[src/rtl/rv_pipe_pkg.sv]
// Shared types and constants for the RV32 fetch/decode pipeline registers.
package rv_pipe_pkg;

  localparam int RV_XLEN = 32;

  // Canonical NOP: addi x0, x0, 0
  localparam logic [RV_XLEN-1:0] RV_NOP = 32'h0000_0013;

  // One fetched beat as it travels from fetch to decode
  typedef struct packed {
    logic [RV_XLEN-1:0] pc;
    logic [RV_XLEN-1:0] instr;
  } if_id_entry_t;

  // Buffer occupancy: 0, 1 or 2 beats held
  typedef enum logic [1:0] {
    BUF_EMPTY = 2'd0,
    BUF_ONE   = 2'd1,
    BUF_FULL  = 2'd2
  } if_id_state_t;

  // Link value for JAL/JALR; wraps modulo 2^XLEN
  function automatic logic [RV_XLEN-1:0] rv_pc_plus4(input logic [RV_XLEN-1:0] pc);
    return pc + RV_XLEN'(4);
  endfunction

endpackage

[src/rtl/if_id_perf_counter.sv]
// Saturating event counter with enable and synchronous active-low reset.
module if_id_perf_counter #(
  parameter int WIDTH = 32
) (
  input  logic             clk,
  input  logic             rst,
  input  logic             i_en,
  output logic [WIDTH-1:0] o_count
);

  logic [WIDTH-1:0] r_count;

  // Count enabled cycles, holding at all-ones instead of wrapping
  always_ff @(posedge clk) begin
    if (!rst) begin
      r_count <= '0;
    end else if (i_en && (r_count != '1)) begin
      r_count <= r_count + 1'b1;
    end
  end

  assign o_count = r_count;

endmodule

[src/rtl/if_id_buffer.sv]
// Two-entry skid FIFO between fetch and decode.
// if_ready depends only on registered occupancy (plus reset), so decode stalls
// never form a combinational path back into fetch. Head outputs come straight
// from storage. A flush empties the buffer and drops the incoming beat.
// Optional build macro: IF_ID_PERF_EN adds stall_cnt / flush_cnt counters.
module if_id_buffer
  import rv_pipe_pkg::*;
#(
  parameter int XLEN  = 32,
  parameter int DEPTH = 2
) (
  input  logic            clk,
  input  logic            rst,
  input  logic            if_valid,
  output logic            if_ready,
  input  logic [XLEN-1:0] if_pc,
  input  logic [XLEN-1:0] if_instr,
  input  logic            flush,
  output logic            id_valid,
  input  logic            id_ready,
  output logic [XLEN-1:0] id_pc,
  output logic [XLEN-1:0] id_pc_plus4,
  output logic [XLEN-1:0] id_instr
`ifdef IF_ID_PERF_EN
  ,
  output logic [31:0]     stall_cnt,
  output logic [31:0]     flush_cnt
`endif
);

  // The pointer/state logic below is written for exactly two slots
  generate
    if (DEPTH != 2 || XLEN != RV_XLEN) begin : g_bad_param
      $error("if_id_buffer: DEPTH must be 2 and XLEN must match RV_XLEN");
    end
  endgenerate

  if_id_state_t r_state;
  if_id_state_t w_state_next;
  logic         r_wr_ptr;
  logic         r_rd_ptr;

  logic         w_push;
  logic         w_pop;
  if_id_entry_t w_in_entry;
  if_id_entry_t w_head;
  if_id_entry_t w_entry [2];

  assign if_ready   = (r_state != BUF_FULL) & rst;
  assign id_valid   = (r_state != BUF_EMPTY);
  assign w_push     = if_valid & if_ready & ~flush;
  assign w_pop      = id_valid & id_ready & ~flush;
  assign w_in_entry = '{pc: if_pc, instr: if_instr};

  // Per-slot storage: each slot is written only when it is the push target,
  // so garbage on if_* while not accepting never reaches the array
  genvar gi;
  generate
    for (gi = 0; gi < 2; gi++) begin : g_slot
      if_id_entry_t r_entry;

      // Capture a pushed beat into this slot; clear to 0/NOP on reset
      always_ff @(posedge clk) begin
        if (!rst) begin
          r_entry <= '{pc: '0, instr: RV_NOP};
        end else if (w_push && (r_wr_ptr == 1'(gi))) begin
          r_entry <= w_in_entry;
        end
      end

      assign w_entry[gi] = r_entry;
    end
  endgenerate

  // Next occupancy from push/pop; FULL never pushes because if_ready is low
  always_comb begin
    w_state_next = r_state;
    case (r_state)
      BUF_EMPTY: if (w_push) w_state_next = BUF_ONE;
      BUF_ONE: begin
        if (w_push && !w_pop)      w_state_next = BUF_FULL;
        else if (w_pop && !w_push) w_state_next = BUF_EMPTY;
      end
      BUF_FULL:  if (w_pop) w_state_next = BUF_ONE;
      default:   w_state_next = BUF_EMPTY;
    endcase
  end

  // Occupancy and circular pointers; flush and reset both return to empty
  always_ff @(posedge clk) begin
    if (!rst || flush) begin
      r_state  <= BUF_EMPTY;
      r_wr_ptr <= 1'b0;
      r_rd_ptr <= 1'b0;
    end else begin
      r_state <= w_state_next;
      if (w_push) r_wr_ptr <= ~r_wr_ptr;
      if (w_pop)  r_rd_ptr <= ~r_rd_ptr;
    end
  end

  assign w_head = w_entry[r_rd_ptr];

  // Present the head beat; an empty buffer shows PC 0 and a NOP
  always_comb begin
    id_pc    = '0;
    id_instr = RV_NOP;
    if (id_valid) begin
      id_pc    = w_head.pc;
      id_instr = w_head.instr;
    end
  end

  assign id_pc_plus4 = rv_pc_plus4(id_pc);

`ifdef IF_ID_PERF_EN
  logic w_stall_evt;
  logic w_flush_evt;

  assign w_stall_evt = id_valid & ~id_ready;
  assign w_flush_evt = flush & (r_state != BUF_EMPTY);

  if_id_perf_counter #(.WIDTH(32)) u_stall_cnt (
    .clk     (clk),
    .rst     (rst),
    .i_en    (w_stall_evt),
    .o_count (stall_cnt)
  );

  if_id_perf_counter #(.WIDTH(32)) u_flush_cnt (
    .clk     (clk),
    .rst     (rst),
    .i_en    (w_flush_evt),
    .o_count (flush_cnt)
  );
`endif

endmodule

[config.mk]
export PLATFORM = sky130hd
export DESIGN_NAME = if_id_buffer
export DESIGN_NICKNAME = d
export VERILOG_FILES = /design/src/rtl/rv_pipe_pkg.sv /design/src/rtl/if_id_perf_counter.sv /design/src/rtl/if_id_buffer.sv
export SDC_FILE = /design/constraint.sdc
export NUM_CORES = 1
export LEC_CHECK = 0
export CAP_MARGIN = 40
export CORE_MARGIN = 4
export CORE_UTILIZATION = 30
export DETAILED_ROUTE_END_ITERATION = 7
export DONT_BUFFER_PORTS = 1
export GPL_TIMING_DRIVEN = 0
export MAX_ROUTING_LAYER = met4
export PLACE_DENSITY_LB_ADDON = 0.12
export SETUP_SLACK_MARGIN = 0.3
export SKIP_LAST_GASP = 1
export SLEW_MARGIN = 20
export SYNTH_ARGS = -nofsm -noshare
export SYNTH_HDL_FRONTEND = slang
export SYNTH_HIERARCHICAL = 1
export SYNTH_SLANG_ARGS = --single-unit
[constraint.sdc]
create_clock -name clk -period 4.6 [get_ports clk]
set_input_delay 1.38 -clock clk [delete_from_list [all_inputs] [get_ports clk]]
set_output_delay 1.38 -clock clk [all_outputs]
set_load 0.005 [all_outputs]
Yosys cells after proc, flatten, opt, wreduce, memory -nomap -nowiden --
Index checks and enable logic that the tools add are counted.
Cells by class: add/subtract/negate cells 1, order comparisons 1, equality and inequality tests 6, muxes and demuxes 10, bitwise gates (word level) 9, reductions and logical operators 11
Operators with widths (number):
- 2-to-1 mux 64 bit | 3
- 2-to-1 mux 32 bit | 2
- adder 32 x 3 -> 32 bit (second input constant) | 1
- 2-to-1 mux 2 bit | 4
- inequality test 2 bit (second input constant) | 3
- case mux 2 bit (3 select lines) | 1
- AND 1 bit | 5
- logical AND 1 bit | 4
- zero test 1 bit | 3
- inequality test 3 bit (second input constant) | 1
- inverter 1 bit | 3
- AND reduction 3 bit | 1
- == test 2 x 1 -> 1 bit (second input constant) | 1
- == test 2 bit (second input constant) | 1
- >= comparator 2 bit (second input constant) | 1
- zero test 2 bit | 1
- inverter 1 -> 2 bit | 1
- nonzero test 2 bit | 1
- logical OR 1 bit | 1
Storage, ports and cells: register bits 132, bits of input ports 69, output and inout port bits 98, logic and storage cells 45

Logic depth before layout (Yosys ltp) --
depth after elaboration 9, mapped depth 13, mapped depth without buffers 10

Least setup slack after synthesis --
OpenSTA, ideal clock, no wires.
kind register to output, from reg r_rd_ptr, to out id_pc_plus4[24], data arrival time 2867 ps, required time 3220 ps, path slack 353 ps, stages on the path, launching flop included 14, path buffers 5, path through dfxtp_1 -> buf_6 -> buf_8 -> buf_6 -> buf_2 -> buf_2 -> mux2i_1 -> nor2_1 -> ha_1 -> o21ai_0 -> a211oi_4 -> nand4_4 -> nor4_1 -> xor2_1
Between the ends: cells in the longest elaborated chain, start to end 6
RTL lines:
- from (decl) | line if_id_buffer.sv:41 | logic r_rd_ptr;
- from (signal assigned) | line if_id_buffer.sv:98 | if (w_pop) r_rd_ptr <= ~r_rd_ptr;
- inverter 1 -> 2 bit (implied by the code) | line if_id_buffer.sv:102 | assign w_head = w_entry[r_rd_ptr];
- 2-to-1 mux 64 bit (implied by the code) (3 in series) | line if_id_buffer.sv:102
- 2-to-1 mux 32 bit | line if_id_buffer.sv:108 | if (id_valid) begin
- named net id_pc[3] | line if_id_buffer.sv:21 | output logic [XLEN-1:0] id_pc,
- adder 32 x 3 -> 32 bit | line rv_pipe_pkg.sv:24 | return pc + RV_XLEN'(4);
- to (decl) | line if_id_buffer.sv:22 | output logic [XLEN-1:0] id_pc_plus4,
The timed path passes the listed nets, and every way through them passes these cells. The select of a mux whose other input is x is not followed.

Worst setup path after layout --
Same ends and word-level chain as after synthesis.

==> reports/metrics.cfg <==
[outcome]
outcome=complete, no violations

[critical_path]
crit_arrival_ns=3.00
startpoint_class=register
critPathBufInv=6
critical-path-top-delay-family=buffers and inverters
crit_cells=14
r2r.worst_path.cells=7
critPathMostFrequentCell=buf_12
worstSetupPathType=register to primary output
cp_cell_instances=buf_6 > buf_12 > buf_12 > buf_12 > buf_12 > mux2i_2 > nor2_4 > ha_4 > o21ai_4 > a211oi_4 > nand4_4 > buf_12 > nor4_4 > xor2_1
max_stage_delay_ns=0.33
crit_path_max_fanout=5
timing.critical_path.required_ns=3.22
critical_path.slowest_cell=a211oi_4
regToRegStartpoint=r_state[0]$_SDFFE_PP0P_
r2r-end=g_slot[0].r_entry[52]$_SDFFE_PN0P_
setup.reg_to_reg.worst_slack_ns=2.39
critical_path.endpoint_type=primary output

[clock_tree]
cts-root-buf=clkbuf_16
post_cts_hold_buffer_count=0
insertion_delay_of_the_later_clocked_pin_in_the_worst_skew_pair_ns=0.42
tritoncts_clock_tree=built
cts_htree_levels=4
cts_made_buffers=17
ctsLongestPathBuffers=2
tritoncts_num_sinks=132
clk_transition_reported_paths_ns=0.06

[grt]
global_route.usage.total_pct=17.9
grt_start_max_net_pins=17
grt_pass1_vias=5612
first_pass_grt_wire_length_um=33000
grt_antenna_before_repair=0
grt_overflow=0

[power]
clock_power_share_pct=50.3
power_density_nw_per_um2=338
switchingPower_uw=649
comb_power_share_pct=6.2
cellInternalPower_uw=2070
sw_frac_of_total_pct=23.8
power.static_leakage_uw=0.00275
irDropWorstVdd_uv=226
seq_power_share_pct=43.4
report.power.total_uw=2720

[hold_path]
hold_path_depth=2
hp-start=g_slot[0].r_entry[12]$_SDFFE_PN0P_
worst_hold_end=g_slot[0].r_entry[12]$_SDFFE_PN0P_
timing.hold.worst.class=register to register

[synthesis]
dominant_register_cell_in_the_synthesized_netlist=dfxtp_1
synthesis.area_um2=6730
synth.distinct_cells=43
post_synth_inst_count=835
avgSynthCellArea_um2=8.06
synth.yosys.warnings=6
yosysMostFrequentCell=nand2_1
yosys.area.top_type=dfxtp_1
ys_async_sr_fraction_pct=0
synth-seq-area-share_pct=39.2
number_of_nets_produced_by_synthesis=905
seq_cells_post_synth=132
synth_top_cells_by_count=nand2_1, dfxtp_1, a21boi_0
area_share_of_the_largest_cell_type_after_synthesis_pct=39.2
synthTopCellsByArea=dfxtp_1, nand2_1, a21boi_0
synth_edf_count=0

[die]
num_rows=54
design.portCount=167
floorplan.die.height_um=158
fp.dieW_um=158
full_die_area_um2=24900
core-area_um2=22000
initial_core_utilization_pct=30.7

[timing]
layout_min_cycle_time_ns=4.38
timing_hold_violations_final=0
final.setup.tns_ns=0
grt_setup_unrepaired=yes
report.final.slew_viol_count=0
maxSlewHeadroom_pct=55.8
fmax_mhz=228
setup_violations=0
skew_ns=0.00965
worstMarginPinSlew_ns=0.661
min_period_over_period_pct=95.1

[cells_and_area]
antenna_cells=0
nets=942
area_growth_from_synthesis_to_layout_pct=19.7
fraction_of_final_layout_cells_sized_beyond_drive_strength_1_pct=13.3

[routing]
firstDrtPassIters=4
drcViolationCount=0
vias=5580
routedWlPerCell_um=18.6
vias_per_cell=4.79
drt_first_iter_violations=257
antenna_left=0
route.final.wire_length_um=21700

[job]
max_cap_viols=0

[placement]
dpl.hpwl_um=15500
port_buffers=0
routabilityCongestion=0.778

-- layout make-up --
type / instances / area, um2
clock buffer: 21 / 470
timing repair buffer: 18 / 164
multi-input combinational: 638 / 3890
clock inverter: 11 / 128
fill: 2359 / 13900
sequential: 132 / 2650
tap: 280 / 350
buffer: 59 / 382
inverter: 6 / 26.3
-- worst reg2reg max path, cell delays in order, from the launching register on --
cell and delay (ns):
dfxtp_4 0.35, buf_4 0.14, nand2b_1 0.11, clkbuf_1 0.24
nand4_1 0.58, clkbuf_1 0.44, nand2_1 0.14, a21boi_0 0.09
-- routing by layer --
layer  global-route usage [%]  up-vias  wire, um
met5                        -        -         0
met4                     3.81        0       209
met3                     4.98       14      1310
met2                     28.8      133     10300
met1                     22.5     2586      9900
li1                         -     2847         -
-- power groups by stage --
stage / combinational (uW) / sequential, uW / clock (uW)
after CTS: 172 / 1180 / 1410
final: 170 / 1180 / 1370
after global placement: 160 / 1210 / 0
after floorplan: 112 / 1200 / 0
after detailed placement: 160 / 1210 / 0
after global routing: 189 / 1190 / 1460
-- worst max-delay path by stage --
stage                                from              end  slack, ns
floorplan           r_rd_ptr$_SDFFE_PP0P_  id_pc_plus4[24]       0.35
global placement    r_rd_ptr$_SDFFE_PP0P_  id_pc_plus4[24]      -0.63
detailed placement  r_rd_ptr$_SDFFE_PP0P_  id_pc_plus4[26]      -0.60
CTS                 r_rd_ptr$_SDFFE_PP0P_  id_pc_plus4[24]       0.21
global route        r_rd_ptr$_SDFFE_PP0P_  id_pc_plus4[24]       0.09
finish              r_rd_ptr$_SDFFE_PP0P_  id_pc_plus4[24]       0.22
-- cell families after synthesis --
group                      count (synthesis)  synth area share [%]
AOI/OAI and AO/OA                        135                  15.8
xor gates and xnor gates                  30                  3.90
adders and majority gates                  1                 0.186
buffers and inverters                     65                  4.76
DFF                                      132                  39.2
muxes                                     65                  9.68
and+or+nand+nor                          407                  26.4
-- state kept, by name (all words and copies together) (netlist names) --
signal	flops
r_wr_ptr	1
r_state	2
g_slot.r_entry	128
r_rd_ptr	1
-- per-stage QoR --
step	cell area [um2]	instances	setup WS (ns)	hold WS (ns)	util, %
2_1_floorplan	6730	835	0.353	0.434	-
3_3_place_gp	7080	1115	-0.632	0.442	32.3
3_5_place_dp	7100	1117	-0.600	0.448	32.3
4_1_cts	7960	1161	0.205	0.457	36.3
5_1_grt	8060	1165	0.0891	0.477	36.7
6_report	8060	1165	0.223	0.452	36.7
-- placed cells by master (no fill, tap or decap), types with 10 or more instances in the layout --
master,n
clkbuf_1,30
xor2_1,22
nand3_1,18
nor2_1,63
mux2i_1,63
buf_4,18
clkbuf_16,17
dfxtp_1,130
buf_2,17
nand2_1,270
nand4_1,10
a21boi_0,100
a21boi_1,22
-- repair_timing --
| item | 4_1_cts | 5_1_grt |
|---|---|---|
| pin swaps | 8 | 9 |
| setup buffers | 12 | 4 |
| resized for setup | 41 | 9 |
| endpoints found under the hold margin | 0 | 0 |
| endpoints found under the setup margin | 15 | 12 |
Note: power is estimated with default switching activity, not from simulation.
